<file path="src/rtl/uart_file_xfer.sv">
`default_nettype none
// ============================================================================
// Module   : uart_file_xfer
// Purpose  : UART console passthrough plus size-prefixed file send/receive
//            between a UART byte stream and a local word-wide RAM.
// Revision : 1.0  initial release
// ============================================================================
module uart_file_xfer #(
  parameter int DATA_W = 32,
  parameter int ADDR_W = 16,
  parameter int SIZE_B = 4
) (
  input  logic                  clk,
  input  logic                  resetn,
  input  logic [7:0]            rx_data,
  input  logic                  rx_valid,
  output logic                  rx_ready,
  output logic [7:0]            tx_data,
  output logic                  tx_valid,
  input  logic                  tx_ready,
  input  logic [31:0]           cfg_send_size,
  output logic [7:0]            con_data,
  output logic                  con_valid,
  output logic                  mem_en,
  output logic [DATA_W/8-1:0]   mem_we,
  output logic [ADDR_W-1:0]     mem_addr,
  output logic [DATA_W-1:0]     mem_wdata,
  input  logic [DATA_W-1:0]     mem_rdata,
  output logic [31:0]           rcv_size,
  output logic                  busy,
  output logic                  finished
);
  localparam int            NB        = DATA_W / 8;
  localparam int            LW        = (NB > 1) ? $clog2(NB) : 1;
  localparam logic [LW-1:0] LANE_LAST = LW'(NB - 1);
  localparam logic [1:0]    HDR_LAST  = 2'(SIZE_B - 1);

  typedef enum logic [2:0] {
    S_IDLE, S_TX_SIZE, S_TX_RD, S_TX_LD, S_TX_DATA, S_RX_SIZE, S_RX_DATA, S_FINISHED
  } state_t;

  state_t              state_q;
  logic [1:0]          rst_sync_q;
  logic                rst_n_int;
  logic [31:0]         size_q, hdr_q, byte_cnt_q;
  logic [ADDR_W-1:0]   word_q;
  logic [DATA_W-1:0]   shift_q, pack_q;
  logic [NB-1:0]       mask_q;
  logic [LW-1:0]       lane_q;
  logic [1:0]          hdr_idx_q;
  logic                rx_ready_q, tx_valid_q, con_valid_q, mem_en_q, busy_q, finished_q;
  logic [7:0]          tx_data_q, con_data_q;
  logic [NB-1:0]       mem_we_q;
  logic [ADDR_W-1:0]   mem_addr_q;
  logic [DATA_W-1:0]   mem_wdata_q;
  logic [31:0]         rcv_size_q;

  logic [31:0]         byte_cnt_d, hdr_d, rsize_d;
  logic [DATA_W-1:0]   shift_d, pack_d;
  logic [NB-1:0]       mask_d;

  // Reset asserts asynchronously but releases on a clock edge.
  always_ff @(posedge clk or negedge resetn) begin
    if (!resetn) rst_sync_q <= 2'b00;
    else         rst_sync_q <= {rst_sync_q[0], 1'b1};
  end
  assign rst_n_int = rst_sync_q[1];

  assign byte_cnt_d = byte_cnt_q + 32'd1;
  assign hdr_d      = hdr_q >> 8;
  assign shift_d    = shift_q >> 8;

  always_comb begin
    rsize_d = rcv_size_q;
    pack_d  = pack_q;
    mask_d  = mask_q;
    for (int k = 0; k < SIZE_B; k++)
      if (hdr_idx_q == 2'(k)) rsize_d[8*k +: 8] = rx_data;
    for (int k = 0; k < NB; k++)
      if (lane_q == LW'(k)) begin
        pack_d[8*k +: 8] = rx_data;
        mask_d[k]        = 1'b1;
      end
  end

  always_ff @(posedge clk or negedge rst_n_int) begin
    if (!rst_n_int) begin
      state_q     <= S_IDLE;
      size_q      <= '0;
      hdr_q       <= '0;
      byte_cnt_q  <= '0;
      word_q      <= '0;
      shift_q     <= '0;
      pack_q      <= '0;
      mask_q      <= '0;
      lane_q      <= '0;
      hdr_idx_q   <= '0;
      rx_ready_q  <= 1'b0;
      tx_valid_q  <= 1'b0;
      tx_data_q   <= '0;
      con_valid_q <= 1'b0;
      con_data_q  <= '0;
      mem_en_q    <= 1'b0;
      mem_we_q    <= '0;
      mem_addr_q  <= '0;
      mem_wdata_q <= '0;
      rcv_size_q  <= '0;
      busy_q      <= 1'b0;
      finished_q  <= 1'b0;
    end else begin
      con_valid_q <= 1'b0;
      case (state_q)
        S_IDLE: begin
          if (rx_valid && rx_ready_q) begin
            case (rx_data)
              8'h02: begin
                size_q     <= cfg_send_size;
                hdr_q      <= cfg_send_size >> 8;
                byte_cnt_q <= '0;
                word_q     <= '0;
                hdr_idx_q  <= '0;
                tx_data_q  <= cfg_send_size[7:0];
                tx_valid_q <= 1'b1;
                rx_ready_q <= 1'b0;
                busy_q     <= 1'b1;
                state_q    <= S_TX_SIZE;
              end
              8'h03: begin
                rcv_size_q <= '0;
                hdr_idx_q  <= '0;
                busy_q     <= 1'b1;
                state_q    <= S_RX_SIZE;
              end
              8'h04: begin
                finished_q <= 1'b1;
                rx_ready_q <= 1'b0;
                state_q    <= S_FINISHED;
              end
              default: begin
                con_data_q  <= rx_data;
                con_valid_q <= 1'b1;
              end
            endcase
          end else begin
            rx_ready_q <= 1'b1;
          end
        end
        S_TX_SIZE: begin
          if (tx_valid_q && tx_ready) begin
            if (hdr_idx_q == HDR_LAST) begin
              tx_valid_q <= 1'b0;
              if (size_q == 32'd0) begin
                busy_q     <= 1'b0;
                rx_ready_q <= 1'b1;
                state_q    <= S_IDLE;
              end else begin
                mem_en_q   <= 1'b1;
                mem_addr_q <= word_q;
                state_q    <= S_TX_RD;
              end
            end else begin
              hdr_idx_q <= hdr_idx_q + 2'd1;
              tx_data_q <= hdr_q[7:0];
              hdr_q     <= hdr_d;
            end
          end
        end
        S_TX_RD: begin
          mem_en_q <= 1'b0;
          state_q  <= S_TX_LD;
        end
        S_TX_LD: begin
          tx_data_q  <= mem_rdata[7:0];
          shift_q    <= mem_rdata >> 8;
          tx_valid_q <= 1'b1;
          lane_q     <= '0;
          state_q    <= S_TX_DATA;
        end
        S_TX_DATA: begin
          if (tx_valid_q && tx_ready) begin
            byte_cnt_q <= byte_cnt_d;
            lane_q     <= lane_q + LW'(1);
            if (byte_cnt_d == size_q) begin
              tx_valid_q <= 1'b0;
              busy_q     <= 1'b0;
              rx_ready_q <= 1'b1;
              state_q    <= S_IDLE;
            end else if (lane_q == LANE_LAST) begin
              tx_valid_q <= 1'b0;
              word_q     <= word_q + ADDR_W'(1);
              mem_addr_q <= word_q + ADDR_W'(1);
              mem_en_q   <= 1'b1;
              state_q    <= S_TX_RD;
            end else begin
              tx_data_q <= shift_q[7:0];
              shift_q   <= shift_d;
            end
          end
        end
        S_RX_SIZE: begin
          if (rx_valid && rx_ready_q) begin
            rcv_size_q <= rsize_d;
            hdr_idx_q  <= hdr_idx_q + 2'd1;
            if (hdr_idx_q == HDR_LAST) begin
              if (rsize_d == 32'd0) begin
                busy_q  <= 1'b0;
                state_q <= S_IDLE;
              end else begin
                byte_cnt_q <= '0;
                word_q     <= '0;
                lane_q     <= '0;
                pack_q     <= '0;
                mask_q     <= '0;
                state_q    <= S_RX_DATA;
              end
            end
          end
        end
        S_RX_DATA: begin
          // mem_en_q marks the write cycle; rx is stalled during it.
          if (mem_en_q) begin
            mem_en_q   <= 1'b0;
            mem_we_q   <= '0;
            word_q     <= word_q + ADDR_W'(1);
            lane_q     <= '0;
            pack_q     <= '0;
            mask_q     <= '0;
            rx_ready_q <= 1'b1;
            if (byte_cnt_q == rcv_size_q) begin
              busy_q  <= 1'b0;
              state_q <= S_IDLE;
            end
          end else if (rx_valid && rx_ready_q) begin
            byte_cnt_q <= byte_cnt_d;
            pack_q     <= pack_d;
            mask_q     <= mask_d;
            lane_q     <= lane_q + LW'(1);
            if (lane_q == LANE_LAST || byte_cnt_d == rcv_size_q) begin
              rx_ready_q  <= 1'b0;
              mem_en_q    <= 1'b1;
              mem_we_q    <= mask_d;
              mem_wdata_q <= pack_d;
              mem_addr_q  <= word_q;
            end
          end
        end
        S_FINISHED: begin
          rx_ready_q <= 1'b0;
          tx_valid_q <= 1'b0;
        end
        default: state_q <= S_IDLE;
      endcase
    end
  end

  assign rx_ready  = rx_ready_q;
  assign tx_data   = tx_data_q;
  assign tx_valid  = tx_valid_q;
  assign con_data  = con_data_q;
  assign con_valid = con_valid_q;
  assign mem_en    = mem_en_q;
  assign mem_we    = mem_we_q;
  assign mem_addr  = mem_addr_q;
  assign mem_wdata = mem_wdata_q;
  assign rcv_size  = rcv_size_q;
  assign busy      = busy_q;
  assign finished  = finished_q;

endmodule
`default_nettype wire

</file>
<file path="config.mk">
export PLATFORM = sky130hd
export DESIGN_NAME = uart_file_xfer
export DESIGN_NICKNAME = d
export VERILOG_FILES = /design/src/rtl/uart_file_xfer.sv
export SDC_FILE = /design/constraint.sdc
export NUM_CORES = 1
export LEC_CHECK = 0
export CAP_MARGIN = 30
export CORE_ASPECT_RATIO = 0.75
export CORE_MARGIN = 5
export CORE_UTILIZATION = 35
export CTS_CLUSTER_SIZE = 28
export DETAILED_ROUTE_END_ITERATION = 7
export GPL_TIMING_DRIVEN = 0
export PLACE_DENSITY = 0.52
export SYNTH_ARGS = -nofsm -noshare
export SYNTH_HDL_FRONTEND = slang
export SYNTH_SLANG_ARGS = --single-unit
</file>
<file path="constraint.sdc">
create_clock -name clk -period 10.44 [get_ports clk]
set_input_delay 1.566 -clock clk [delete_from_list [all_inputs] [get_ports clk]]
set_output_delay 1.566 -clock clk [all_outputs]
set_load 0.01 [all_outputs]
</file>
# [After elaboration in Yosys (flattened, before gate mapping)]
# Index checks and enable logic that the tools add are counted.
[word_totals] ff_bits=295 output_inout_bits=106 in_bits=76
[op_classes] n_addsub=4 mux=143 bitwise=2 n_reduce_logical=47 n_eq_ne=47
[op_table] cell="32-bit two-way mux" n=20
[op_table] cell="32-bit case mux with 2 select lines" n=4
[op_table] cell="16-bit two-way mux" n=15
[op_table] cell="32-bit case mux with 4 select lines" n=1
[op_table] cell="8-bit two-way mux" n=15
[op_table] cell="32-bit equality test" n=3
[op_table] cell="32-bit logical NOT" n=2
[op_table] cell="16-bit case mux with 4 select lines" n=1
[op_table] cell="16-bit case mux with 3 select lines" n=1
[op_table] cell="1-bit two-way mux" n=45
[op_table] cell="2-bit != test (second input constant)" n=21
[op_table] cell="3-bit two-way mux" n=11
[op_table] cell="32-bit by 1-bit adder with 32-bit output (second input constant)" n=1
[op_table] cell="4-bit two-way mux" n=8
[op_table] cell="8-bit case mux with 4 select lines" n=1
[op_table] cell="2-bit two-way mux" n=12
[op_table] cell="3-bit case mux with 7 select lines" n=1
[op_table] cell="10-bit AND reduction" n=2
[op_table] cell="9-bit AND reduction" n=2
[op_table] cell="16-bit by 1-bit adder with 16-bit output (second input constant)" n=1
[op_table] cell="8-bit by 2-bit equality test with 1-bit output (second input constant)" n=2
[op_table] cell="4-bit nonzero test" n=4
[op_table] cell="1-bit case mux with 5 select lines" n=3
[op_table] cell="5-bit nonzero test" n=3
[op_table] cell="33 further kinds" n=64

# [Longest topological paths before layout]
[logic_depth] word_depth=7 ltp_mapped=15

# [Least setup slack after synthesis]
# Ideal clock, no wire load.
[synth_path] path_type="input port to flip-flop" startpoint="input rx_data[6]" endpoint="register byte_cnt_q[29]" n_path_buf=3 slack_ps=5957 required_ps=10344 stages=11 arrival_ps=4387 path_cell_list="clkbuf_1 -> or4_1 -> nor4b_2 -> nor2b_1 -> a31oi_1 -> o21ai_1 -> nand3b_1 -> or2_2 -> clkbuf_1 -> buf_1 -> o31ai_1"
[synth_between] elab_chain_len=4 elab_cells_between_ends=9 classes_between="3 x eq/ne; 4 x mux; 2 x reduce/logical"
[synth_lines] item="from (decl)" line_no="15" source="input logic [7:0] rx_data,"
[synth_lines] item="8-bit two-way mux" line_no="78" source="if (hdr_idx_q == 2'(k)) rsize_d[8*k +: 8] = rx_data;"
[synth_lines] item="32-bit logical NOT" line_no="205" source="if (rsize_d == 32'd0) begin"
[synth_lines] item="2-bit != test (no source line)"
[synth_lines] item="9-bit AND reduction (no source line) (*)"
[synth_lines] item="to (signal assigned)" line_no="181" source="byte_cnt_q <= byte_cnt_d;"
[synth_lines] item="to (signal assigned)" line_no="234" source="byte_cnt_q <= byte_cnt_d;"
[synth_lines] item="to (decl)" line_no="45" source="logic [31:0] size_q, hdr_q, byte_cnt_q;"
# Mark *: on every way between the ends. The rest lies on a longest branch, timed or not.
# A chain may end at the register's enable or synchronous reset.

# [Worst setup path after layout]
[layout_path] startpoint="register byte_cnt_q[0]" endpoint="register mem_addr_q[10] (netlist: mem_addr[10])"
[layout_between] elab_chain_len=5 elab_cells_between_ends=7 classes_between="1 x add/sub; 4 x eq/ne; 2 x reduce/logical"
[layout_lines] item="32-bit by 1-bit adder with 32-bit output (*)" line_no="69" source="assign byte_cnt_d = byte_cnt_q + 32'd1;"
[layout_lines] item="32-bit equality test" line_no="238" source="if (lane_q == LANE_LAST || byte_cnt_d == rcv_size_q) begin"
[layout_lines] item="1-bit logical OR" line_no="238"
[layout_lines] item="2-bit != test (no source line)"
[layout_lines] item="10-bit AND reduction (no source line) (*)"
[layout_lines] item="to (signal assigned)" line_no="158" source="mem_addr_q <= word_q;"
[layout_lines] item="to (signal assigned)" line_no="191" source="mem_addr_q <= word_q + ADDR_W'(1);"
[layout_lines] item="to (signal assigned)" line_no="243" source="mem_addr_q <= word_q;"
[layout_lines] item="to (decl)" line_no="54" source="logic [ADDR_W-1:0] mem_addr_q;"
# Marked as above.

==> qor.csv <==
metric;value;unit
status;complete, no violations;
leakage;7.95;nW
via_per_inst;5.69;
final_hold_viol_count;0;
routabilityCongestion;0.937;
critical_path_class;flop to flop;
vias;13800;
cts_tree;built;
min_period;5.73;ns
worstMarginPinSlew;1.00;ns
fin_area;0.0191;mm2
first_iter_violations;1404;
synth_compound_area_frac;0.189;
drive_above_1_share;0.0883;
cts_hold_buf;0;
async_flop_share;1.00;
synthAdderAreaFrac;0.00816;
layout_common_cells;dfrtp_1 (278), clkdlybuf4s50_1 (176), nand2_1 (153);
cp_max_fo;10;
fmax;174;MHz
core-area;0.0434;mm2
ys_ff_latch;279;
synth_top_family_by_area;compound AO/OA/AOI/OAI gates;
pwr-share-seq;0.325;
drcViolationCount;0;
die_width;252;um
synthMuxAreaShare;0.0844;
hp-class;flop to async pin;
maxCapViolations;0;
ys_types;74;
cts_resized;0;
irDropWorstVdd;0.000112;V
p_sw;1.93;mW
switching_share;0.408;
ys_seq_area_frac;0.455;
cts_buffer_depth;3;
max_slew_margin;0.325;
start_util;0.354;
fp-row-count;66;
placed_area;0.0180;mm2
slew_violations;0;
ys.flop_type;dfrtp_1;
synth_xor_area_frac;0.0617;
numPortBuffers;176;
power.density;247;mW/mm2
synth_top_cell_area_share;0.455;
grt_usage;0.231;
setup_viol;0;
clkPwrFrac;0.260;
yosys.area_share.simple;0.162;
drt-total-wl;56500;um
clk_latency;0.53;ns
numCtsBuffers;34;
worstPathRequired;10.85;ns
cts-htree-levels;2;
wire_per_inst;23.3;um
fin_crit_sh;0.549;
drt_first_pass_iters;6;
grt_max_degree;65;
antenna_found_initial;1;
postSynthCellCount;1598;
fp.dieArea;0.0482;mm2
rsz0062_at_grt;no;
area_delta_synth_final;24.7;%
ys_warn_count;0;
nets;1908;
final_common_cell;dfrtp_1;
synth_edf_count;0;
final_cells;2423;
internal_power;2.80;mW
clkSinkCount;279;
pwr-share-comb;0.416;
syn_area;0.0153;mm2
grt_pass1_vias;13600;
dp_cells;2363;
post-cts-setup-buffer-count;0;
grt_pass1_wl;86400;um
endpoint_kind;flop;
fin_setup_tns;0;ns
arrival;6.14;ns
finalPower;4.73;mW
io_pins;182;
synth_nets;1684;
gr-total-overflow;0;
hpwlAfterDp;42800;um
syn_avg_cell_area;9.60;um2
ys_top_cells_by_area;dfrtp_1 (46%), a22o_1 (5.1%), o21ai_0 (4.7%), xnor2_1 (4.5%), mux2_2 (4.3%);
finClkSkew;0.00988;ns
cp-start-kind;flop;
cts-root-buf;clkbuf_16;
yosys.area.top_type;dfrtp_1;
diodes;0;
path_clk_slew;0.06;ns
dieHeight;191;um
ant_nets;0;
cell usage after synthesis, drive strengths merged, types with 13 or more instances:
cell type,instances
nand3,24
a21oi,53
nand4,25
mux2i,54
xor2,29
nand2,153
nor3,51
nor2,122
inv,22
mux2,67
o31ai,22
a22o,89
a221oi,13
clkbuf,91
nor4,37
buf,34
dfrtp,279
o21ai,156
and3,19
xnor2,79
kinds of logic after synthesis:
| group | count (synthesis) |
|---|---|
| compound gates | 430 |
| buf+inv | 148 |
| flops | 279 |
| fa+ha+maj | 10 |
| other cells | 1 |
| simple gates | 501 |
| xor+xnor | 108 |
| mux | 121 |
routing by layer:
metal	share of wire	GRT usage	up-vias	routed length (um)
li1	-	-	6297	-
met2	0.44	0.348	501	24700
met3	0.073	0.0507	60	4120
met1	0.48	0.345	6916	27000
met4	0.013	0.0399	2	721
met5	0.00019	0	-	11
power groups by stage:
stage / clock network [mW] / logic [mW] / registers (mW)
after CTS: 1.26 / 1.94 / 1.53
after global placement: 0 / 1.90 / 1.57
final: 1.23 / 1.97 / 1.53
after floorplan: 0 / 1.15 / 1.52
after global routing: 1.30 / 2.14 / 1.56
after detailed placement: 0 / 1.93 / 1.55
state kept, by name, summed over array words and instances (netlist names), 3 cells and up:
signal	cells
mem_addr	16
tx_data	8
mask_q	4
mem_wdata	32
word_q	16
pack_q	32
state_q	3
byte_cnt_q	32
shift_q	24
hdr_q	24
mem_we	4
rcv_size	32
con_data	8
size_q	32
worst paths after layout:
kind / startpoint / slack, ns / to / cells past startpoint
min in group clk: rst_sync_q[0]$_DFF_PN0_ / 0.35 / rst_sync_q[1]$_DFF_PN0_ / 0
setup / recovery: byte_cnt_q[0]$_DFFE_PN0P_ / 4.71 / mem_addr[10]$_DFFE_PN0P_ / 12
hold reg to reg: rst_sync_q[1]$_DFF_PN0_ / 0.33 / pack_q[22]$_DFFE_PN0P_ / 0
hold / removal: rst_sync_q[1]$_DFF_PN0_ / 0.33 / pack_q[22]$_DFFE_PN0P_ / 0
max in group asynchronous: rst_sync_q[1]$_DFF_PN0_ / 8.91 / hdr_q[22]$_DFFE_PN0P_ / 3
setup reg to reg: byte_cnt_q[0]$_DFFE_PN0P_ / 4.71 / mem_addr[10]$_DFFE_PN0P_ / 12
final cells by class:
type	instances	area, um2
Fill cell	4237	24200
Multi-Input combinational cell	1171	7760
Tap cell	578	723
Clock buffer	45	963
Buffer	125	507
Inverter	23	86.3
Timing Repair Buffer	188	1920
Sequential cell	279	6990
Clock inverter	14	174
per-stage QoR:
stage	worst slack, ns	util	hold WS, ns
after global routing	4.54	0.441	0.375
after global placement	-1.61	0.411	0.335
after CTS	4.89	0.441	0.357
after detailed placement	4.30	0.415	0.339
final	4.71	0.441	0.326
after floorplan	2.09	-	0.331
critical path, stage by stage (launching register included):
cell      delay [ns]
dfrtp_1         0.52
ha_1            0.19
buf_2           0.20
nand3_1         0.28
nor2_1          0.70
nand4_1         0.38
mux2_2          0.38
a211oi_1        0.73
nor4b_2         0.77
a21oi_2         0.23
a311oi_4        0.65
buf_6           0.25
mux2_1          0.34
No activity file was read; power rests on OpenSTA's default activity.
